--- src/rtl/hazard_pkg.sv ---
// Shared types and helpers for the hazard/forwarding controller: the shadow
// pipeline entry layout, forwarding select encodings and the nearest-match search.
package hazard_pkg;

    localparam int HZ_AW          = 5;
    localparam int HZ_NUM_SRC     = 2;
    localparam int HZ_MAX_STAGES  = 16;

    localparam int SEL_RF  = 0;
    localparam int SEL_MEM = 1;
    localparam int SEL_WB  = 2;

    typedef struct packed {
        logic                                  valid;
        logic [HZ_AW-1:0]                      dst;
        logic                                  rw;
        logic                                  load;
        logic                                  store;
        logic [HZ_NUM_SRC-1:0][HZ_AW-1:0]      src;
        logic [HZ_NUM_SRC-1:0]                 used;
    } entry_t;

    localparam int ENTRY_W = $bits(entry_t);

    // A live entry that writes a non-zero register equal to regNum.
    function automatic logic isWriterOf(entry_t e, logic [HZ_AW-1:0] regNum);
        return e.valid && e.rw && (e.dst != '0) && (e.dst == regNum);
    endfunction

    // Keeps only the lowest set bit, i.e. the youngest stage that matched.
    function automatic logic [HZ_MAX_STAGES-1:0] youngestHit(logic [HZ_MAX_STAGES-1:0] hits);
        return hits & (~hits + 1'b1);
    endfunction

endpackage

--- src/rtl/hazard_shadow_stage.sv ---
// One register of the shadow instruction pipeline; kill clears the entry even
// while the pipeline is frozen.
module hazard_shadow_stage #(
    parameter int W = 8
) (
    input  logic         clk,
    input  logic         rst,
    input  logic         hold,
    input  logic         kill,
    input  logic [W-1:0] d,
    output logic [W-1:0] q
);

    logic [W-1:0] entryReg;

    always_ff @(posedge clk or posedge rst) begin
        if (rst) begin
            entryReg <= '0;
        end else if (kill) begin
            entryReg <= '0;
        end else if (!hold) begin
            entryReg <= d;
        end
    end

    assign q = entryReg;

endmodule

--- src/rtl/hazard_forward_ctrl.sv ---
// Hazard and forwarding controller tracking in-flight instructions in a shadow
// pipeline. Define HAZARD_PERF_EN to add the stall_count performance counter.
module hazard_forward_ctrl
    import hazard_pkg::*;
#(
    parameter int AW         = 5,
    parameter int NUM_SRC    = 2,
    parameter int FWD_STAGES = 2,
    parameter int LOAD_LAT   = 1,
    parameter int SEL_W      = $clog2(FWD_STAGES + 1)
) (
    input  logic                       clk,
    input  logic                       rst,
    input  logic                       id_valid,
    input  logic [NUM_SRC*AW-1:0]      id_src_addr,
    input  logic [NUM_SRC-1:0]         id_src_used,
    input  logic [AW-1:0]              id_dst_addr,
    input  logic                       id_reg_write,
    input  logic                       id_mem_to_reg,
    input  logic                       id_mem_write,
    input  logic                       pipe_hold,
    input  logic                       flush,
    output logic                       stall_id,
    output logic [NUM_SRC*SEL_W-1:0]   fwd_sel,
    output logic                       fwd_store,
    output logic                       ex_valid
`ifdef HAZARD_PERF_EN
    ,
    output logic [15:0]                stall_count
`endif
);

    generate
        if (AW != HZ_AW || NUM_SRC != HZ_NUM_SRC) begin : gBadEntryShape
            $error("hazard_forward_ctrl: AW/NUM_SRC must match the hazard_pkg entry layout");
        end
        if (FWD_STAGES < LOAD_LAT + 1 || FWD_STAGES + 1 > HZ_MAX_STAGES) begin : gBadDepth
            $error("hazard_forward_ctrl: FWD_STAGES out of range for LOAD_LAT");
        end
    endgenerate

    entry_t stageQ [FWD_STAGES+1];
    entry_t idEntry;
    entry_t exNext;
    logic   stallLoad;

    always_comb begin
        idEntry       = '0;
        idEntry.valid = id_valid;
        idEntry.dst   = id_dst_addr;
        idEntry.rw    = id_reg_write;
        idEntry.load  = id_mem_to_reg;
        idEntry.store = id_mem_write;
        idEntry.src   = id_src_addr;
        idEntry.used  = id_src_used;
    end

    assign stall_id = pipe_hold || stallLoad;
    assign exNext   = (id_valid && !stall_id && !flush) ? idEntry : '0;

    // Stage 0 is EX; stage k is k steps older (1=MEM, 2=WB, ...).
    genvar gi;
    generate
        for (gi = 0; gi <= FWD_STAGES; gi++) begin : gStage
            logic [ENTRY_W-1:0] dBits;
            logic [ENTRY_W-1:0] qBits;
            if (gi == 0) begin : gEx
                assign dBits = exNext;
            end else begin : gOlder
                assign dBits = stageQ[gi-1];
            end
            hazard_shadow_stage #(
                .W(ENTRY_W)
            ) uStage (
                .clk  (clk),
                .rst  (rst),
                .hold (pipe_hold),
                .kill ((gi == 0) ? flush : 1'b0),
                .d    (dBits),
                .q    (qBits)
            );
            assign stageQ[gi] = qBits;
        end
    endgenerate

    assign ex_valid = stageQ[0].valid;

    // Load-use: the youngest writer of an ID source is a load whose data is not
    // yet forwardable. A store's data operand right behind a load is instead
    // patched in MEM through fwd_store.
    logic [HZ_MAX_STAGES-1:0] idHits;
    logic [HZ_MAX_STAGES-1:0] idNearest;
    logic [HZ_MAX_STAGES-1:0] earlyLoad;

    always_comb begin
        earlyLoad = '0;
        idHits    = '0;
        idNearest = '0;
        stallLoad = 1'b0;
        for (int s = 0; s < LOAD_LAT; s++) begin
            earlyLoad[s] = stageQ[s].valid && stageQ[s].load;
        end
        for (int i = 0; i < NUM_SRC; i++) begin
            idHits = '0;
            for (int s = 0; s < FWD_STAGES; s++) begin
                idHits[s] = isWriterOf(stageQ[s], idEntry.src[i]);
            end
            idNearest = youngestHit(idHits);
            if (id_src_used[i] && |(idNearest & earlyLoad)) begin
                if (!(LOAD_LAT == 1 && id_mem_write && i == 1)) begin
                    stallLoad = 1'b1;
                end
            end
        end
    end

    logic [HZ_MAX_STAGES-1:0] exHits;
    logic [HZ_MAX_STAGES-1:0] exNearest;
    logic [SEL_W-1:0]         selIdx;

    always_comb begin
        fwd_sel   = '0;
        exHits    = '0;
        exNearest = '0;
        selIdx    = '0;
        for (int i = 0; i < NUM_SRC; i++) begin
            exHits = '0;
            for (int k = 1; k <= FWD_STAGES; k++) begin
                exHits[k] = isWriterOf(stageQ[k], stageQ[0].src[i])
                            && !(stageQ[k].load && k < 1 + LOAD_LAT);
            end
            exNearest = youngestHit(exHits);
            selIdx    = SEL_W'(SEL_RF);
            for (int k = 1; k <= FWD_STAGES; k++) begin
                if (exNearest[k]) begin
                    selIdx = SEL_W'(k);
                end
            end
            if (stageQ[0].used[i]) begin
                fwd_sel[i*SEL_W +: SEL_W] = selIdx;
            end
        end
    end

    generate
        if (FWD_STAGES >= SEL_WB) begin : gStoreFwd
            assign fwd_store = stageQ[SEL_MEM].valid && stageQ[SEL_MEM].store
                               && stageQ[SEL_MEM].used[1]
                               && isWriterOf(stageQ[SEL_WB], stageQ[SEL_MEM].src[1])
                               && stageQ[SEL_WB].load;
        end else begin : gNoStoreFwd
            assign fwd_store = 1'b0;
        end
    endgenerate

`ifdef HAZARD_PERF_EN
    logic [15:0] stallCountReg;

    always_ff @(posedge clk or posedge rst) begin
        if (rst) begin
            stallCountReg <= '0;
        end else if (stall_id && !pipe_hold && stallCountReg != 16'hFFFF) begin
            stallCountReg <= stallCountReg + 16'd1;
        end
    end

    assign stall_count = stallCountReg;
`endif

endmodule

--- config.mk ---
export PLATFORM = sky130hd
export DESIGN_NAME = hazard_forward_ctrl
export DESIGN_NICKNAME = d
export VERILOG_FILES = /design/src/rtl/hazard_pkg.sv /design/src/rtl/hazard_shadow_stage.sv /design/src/rtl/hazard_forward_ctrl.sv
export SDC_FILE = /design/constraint.sdc
export NUM_CORES = 1
export LEC_CHECK = 0
export ABC_AREA = 0
export CAP_MARGIN = 20
export CORE_MARGIN = 2
export CORE_UTILIZATION = 40
export DETAILED_ROUTE_END_ITERATION = 8
export PLACE_DENSITY = 0.69
export SYNTH_ARGS = -nofsm -noshare
export SYNTH_HDL_FRONTEND = slang
export SYNTH_HIERARCHICAL = 1
export SYNTH_SLANG_ARGS = --single-unit
--- constraint.sdc ---
create_clock -name clk -period 4.55 [get_ports clk]
set_input_delay 0.91 -clock clk [delete_from_list [all_inputs] [get_ports clk]]
set_output_delay 0.91 -clock clk [all_outputs]
set_load 0.03 [all_outputs]
==> results of run 1 <==
critical path, delay by kind of cell:
kind,cells,cell delay (ps)
and+or+nand+nor,1,170
buffers and inverters,2,1160
AOI/OAI and AO/OA,2,470
xor gates and xnor gates,1,150
layer usage:
metal,track usage,wire [um],vias to the layer above
met1,0.231,2700,936
met4,0.0548,104,0
li1,-,-,930
met2,0.311,2960,25
met3,0.0324,145,12
met5,0,0,-
through the flow:
step	hold WS [ps]	cells	instance area, sq um
2_1_floorplan	486	266	2620
3_3_place_gp	519	356	2890
3_5_place_dp	524	356	2890
4_1_cts	542	364	3000
5_1_grt	585	364	3000
6_report	541	364	3000
layout by cell type (no fill, tap or decap), types with 5 or more instances in the layout:
cell             instances
nor2_1                  45
mux2i_1                 44
dfrtp_1                 44
clkdlybuf4s50_1         30
inv_1                   24
xnor2_1                 21
a211oi_1                20
xor2_1                  14
nand3_1                  6
nor4_1                   5
clkbuf_8                 5
worst paths after layout:
path | depth (start not counted) | startpoint | slack (ps) | to
setup reg to reg | 7 | gStage[0].uStage/q[18]$_DFFE_PP0P_ | 2550 | gStage[0].uStage/q[2]$_DFFE_PP0P_
hold reg to reg | 2 | gStage[2].uStage/q[14]$_DFFE_PP0P_ | 540 | gStage[2].uStage/q[14]$_DFFE_PP0P_
max in group asynchronous | 2 | rst | 2870 | gStage[0].uStage/q[1]$_DFFE_PP0P_
hold / removal | 2 | gStage[2].uStage/q[14]$_DFFE_PP0P_ | 540 | gStage[2].uStage/q[14]$_DFFE_PP0P_
setup / recovery | 6 | id_src_addr[3] | 780 | stall_id
min in group asynchronous | 2 | rst | 930 | gStage[2].uStage/q[17]$_DFFE_PP0P_
cell type report:
type / instances / area, sq um / share of cell area
Clock buffer: 5 / 68.8 / 0.0229
Inverter: 24 / 90.1 / 0.0300
Timing Repair Buffer: 34 / 328 / 0.109
Multi-Input combinational cell: 177 / 1280 / 0.425
Tap cell: 77 / 96.3 / 0.0321
Sequential cell: 44 / 1100 / 0.367
Clock inverter: 3 / 42.5 / 0.0142
where the power goes:
part | total, uW | switching [uW] | internal [uW]
clock | 292 | 129 | 162
combinational | 86.2 | 44.9 | 41.3
sequential | 400 | 5.63 | 394
==> summary.md, run 1 <==
| Metric | Value |
|---|---|
| Status | `complete, no violations` |
| Worst-path clk slew | `80 ps` |
| Num Clock Sinks | `44` |
| Hold Crit Class | `flop to flop` |
| First-pass GRT wire length | `10300 um` |
| Remaining antenna violation count | `0` |
| RSZ-0062 raised after global routing | `no` |
| Max VDD drop | `0.117 mV` |
| Fill cell count | `606` |
| Final setup viols | `0` |
| NumNets Final | `311` |
| Slowest-stage cell, CP | `clkdlybuf4s50_1` |
| Drt total wl | `5900 um` |
| Initial antenna violation count | `0` |
| Die height | `84.8 um` |
| Synth Cell Area | `2610 sq um` |
| Largest net degree at the start of global routing | `46` |
| Normalized max-slew margin | `0.442` |
| Detailed-route via count | `1903` |
| Area Growth Syn to Fin | `15.1%` |
| Die Wd | `84.8 um` |
| Clock skew | `7.82 ps` |
| Fmax | `0.266 GHz` |
| Max-cap violations | `0` |
| Setup TNS | `0 ps` |
| Hold-fix buffers, CTS | `0` |
| CP endpoint kind | `primary output` |
| Postcts setup bufs | `0` |
| Inserted Diodes | `0` |
| Skew-Pair Late Insertion Delay | `290 ps` |
| Gpl congestion | `0.861` |
| Starting Density | `0.413` |
| DIE AREA | `7190 sq um` |
| Total power | `778 uW` |
| Avg Cell Area, Syn | `9.92 sq um` |
| CTS buffer count | `5` |
| Vias in the first global route | `2079` |
| Post-Syn Instances | `263` |
| Most frequent CP cell | `clkdlybuf4s50_1` |
| Fin crit period | `3770 ps` |
| # resized after CTS | `0` |
| Final design utilization | `0.476` |
| Startpoint Class | `input pin` |
| Pleak | `0.00148 uW` |
| CP Data Required Time | `3640 ps` |
| Starting DRT DRC Count | `62` |
| Site Rows | `29` |
| DRC errors left | `0` |
| Port buffer count | `31` |
| Pre-antenna DRT Iters | `4` |
| Max H-tree Level | `2` |
| Share of post-route cells with drive strength above 1 | `0.0592` |
| Crit Path Class | `input pin to primary output` |
| Routed vias/inst | `5.23` |
| Crit-path max cell delay | `660 ps` |
| Crit path arrival time | `2860 ps` |
| Core area | `6310 sq um` |
| Total grt overflow | `0` |
| Fin. max-slew vios | `0` |
| Cell Chain, Critical Path | `clkdlybuf4s50_1 -> xnor2_1 -> nand4_1 -> o32ai_2 -> a21o_1 -> clkdlybuf4s50_1` |
| Final clock period utilization by the worst path | `0.828` |
| Max reg flops | `44` |
| Worst Path Max Fanout | `2` |
| Power per cell area | `259 nW/um^2` |
| Post-Place Setup Slack | `797 ps` |
| I/O pin count | `32` |
| Hold Vio Cnt, Final | `0` |
| CTS Root Cell | `clkbuf_8` |
| Slew at the pin with the worst max-slew slack | `835 ps` |
| WL/cell | `16.2 um` |
| Clock Path Buffers | `2` |
| TritonCTS clock tree | `built` |
| Final WS setup | `784 ps` |
| Synthesis Warnings | `6` |
| Dpl hpwl | `4270 um` |
| Gr usage total | `0.181` |
No activity file was read; power rests on OpenSTA's default activity.
==> inputs of run 2 (changes only) <==
==> constraint.sdc (replaced) <==
create_clock -name clk -period 3.75 [get_ports clk]
set_input_delay 0.75 -clock clk [delete_from_list [all_inputs] [get_ports clk]]
set_output_delay 0.75 -clock clk [all_outputs]
set_load 0.03 [all_outputs]
==> summary.md, run 2 (same netlist as run 1, synthesis figures left out) <==
| Metric | Value |
|---|---|
| Pleak | `0.00148 uW` |
| Worst-path clk slew | `80 ps` |
| Psw | `214 uW` |
| Sw Share | `0.239` |
| Fin crit period | `3350 ps` |
| Cell Chain, Critical Path | `or4_1 -> o2111ai_2 -> nor4_1 -> nor3_1 -> clkdlybuf4s50_1` |
| Crit-path max cell delay | `720 ps` |
| Skew-Pair Late Insertion Delay | `290 ps` |
| Clock Path Buffers | `2` |
| Power per cell area | `299 nW/um^2` |
| Combinational power share | `0.117` |
| Worst Path Max Fanout | `5` |
| Multi-input logic area | `1280 sq um` |
| I/O pin count | `32` |
| Setup TNS | `0 ps` |
| Site Rows | `29` |
| Most frequent cells in the layout | `nor2_1, mux2i_1, dfrtp_1` |
| Hold path depth | `2` |
| WL/cell | `15.9 um` |
| Reg2reg start | `gStage[0].uStage/q[18]$_DFFE_PP0P_` |
| Hold Crit Class | `flop to flop` |
| Max reg flops | `44` |
| Hold Path Origin | `gStage[1].uStage/q[12]$_DFFE_PP0P_` |
| Clock Power Share | `0.339` |
| Drt total wl | `5800 um` |
| Leading cell type in the layout, fill and taps excluded | `nor2_1` |
| Final clock period utilization by the worst path | `0.895` |
| Crit Path Class | `flop to primary output` |
| Starting DRT DRC Count | `155` |
| Crit path arrival time | `2600 ps` |
| Max VDD drop | `0.174 mV` |
| WHS Endpoint | `gStage[1].uStage/q[12]$_DFFE_PP0P_` |
| Final setup viols | `0` |
| Routed vias/inst | `5.12` |
| Storage element area | `1100 sq um` |
| CP endpoint kind | `primary output` |
| Fill cell count | `636` |
| RSZ-0062 raised after global routing | `no` |
| Area Growth Syn to Fin | `14.5%` |
| Core area | `6310 sq um` |
| Status | `complete, no violations` |
| Die height | `84.8 um` |
| Max H-tree Level | `2` |
| Detailed-route via count | `1868` |
| Port buffer count | `31` |
| Fin. max-slew vios | `0` |
| Reg2Reg Setup Slack | `1890 ps` |
| Dpl hpwl | `4220 um` |
| Final WS setup | `395 ps` |
| CP Data Required Time | `3000 ps` |
| CTS Root Cell | `clkbuf_8` |
| Die Wd | `84.8 um` |
| Hold-fix buffers, CTS | `0` |
| Postcts setup bufs | `0` |
| TritonCTS clock tree | `built` |
| Initial antenna violation count | `0` |
| First-pass GRT wire length | `10100 um` |
| Fmax | `0.298 GHz` |
| Largest net degree at the start of global routing | `45` |
| Startpoint Class | `flop` |
| DRC errors left | `0` |
| CTS buffer count | `5` |
| Num Clock Sinks | `44` |
| Slowest-stage cell, CP | `clkdlybuf4s50_1` |
| Starting Density | `0.413` |
| NumNets Final | `312` |
| Share of power burned in registers | `0.544` |
| Inserted Diodes | `0` |
| Post-Place Setup Slack | `697 ps` |
| Share of post-route cells with drive strength above 1 | `0.0590` |
| Gr usage total | `0.177` |
| Internal Power | `679 uW` |
| DIE AREA | `7190 sq um` |
| FF-to-FF End | `gStage[0].uStage/q[13]$_DFFE_PP0P_` |
| Clock skew | `2.69 ps` |
| Pre-antenna DRT Iters | `4` |
| Remaining antenna violation count | `0` |
| Gpl congestion | `0.885` |
| Slew at the pin with the worst max-slew slack | `829 ps` |
| Worst Reg2Reg Path Length in Cells | `7` |
| Normalized max-slew margin | `0.447` |
| # resized after CTS | `0` |
| Hold Vio Cnt, Final | `0` |
| Total grt overflow | `0` |
| Max-cap violations | `0` |
| Vias in the first global route | `2043` |
run 2: layer usage:
layer | track usage | part of all wire | vias to the layer above
met5 | 0 | 0 | -
li1 | - | - | 924
met4 | 0.0592 | 0.014 | 0
met2 | 0.281 | 0.48 | 26
met3 | 0.0285 | 0.022 | 6
met1 | 0.246 | 0.48 | 912
run 2: area by class of cell:
class                           count  share of cell area
Tap cell                           77              0.0322
Sequential cell                    44               0.369
Multi-Input combinational cell    177               0.428
Inverter                           24              0.0302
Timing Repair Buffer               35               0.111
Clock buffer                        8              0.0302
run 2: worst max-delay path: cells and delay by family, from the launching register on:
kind                   cells  cell delay, ps
flip-flops                 1             430
AO/OA/AOI/OAI              1             220
buffers and inverters      1             720
AND/OR/NAND/NOR            3             940
run 2: how the worst max path moves through the flow:
stage                 end  cells after the start  slack [ps]                                from
3_5_place_dp   fwd_sel[3]                      5         700  gStage[1].uStage/q[16]$_DFFE_PP0P_
5_1_grt        fwd_sel[3]                      5         330  gStage[1].uStage/q[17]$_DFFE_PP0P_
6_report       fwd_sel[3]                      5         400  gStage[1].uStage/q[16]$_DFFE_PP0P_
4_1_cts        fwd_sel[3]                      5         380  gStage[1].uStage/q[16]$_DFFE_PP0P_
2_1_floorplan  fwd_sel[1]                      4        1080  gStage[1].uStage/q[16]$_DFFE_PP0P_
3_3_place_gp   fwd_sel[3]                      5         790  gStage[1].uStage/q[16]$_DFFE_PP0P_
run 2: power groups by stage:
stage	clock network (uW)	registers (uW)	logic [uW]
floorplan	0	493	74.5
global placement	0	495	103
detailed placement	0	495	104
CTS	310	486	104
global route	330	486	116
finish	303	486	104
run 2: stage by stage:
step | total power (uW) | hold slack [ps] | util | cell area, sq um | std cells
floorplan | 567 | 486 | - | 2620 | 266
global placement | 598 | 509 | 0.459 | 2900 | 357
detailed placement | 599 | 524 | 0.459 | 2900 | 357
CTS | 900 | 546 | 0.473 | 2990 | 365
global route | 932 | 563 | 0.473 | 2990 | 365
finish | 893 | 538 | 0.473 | 2990 | 365
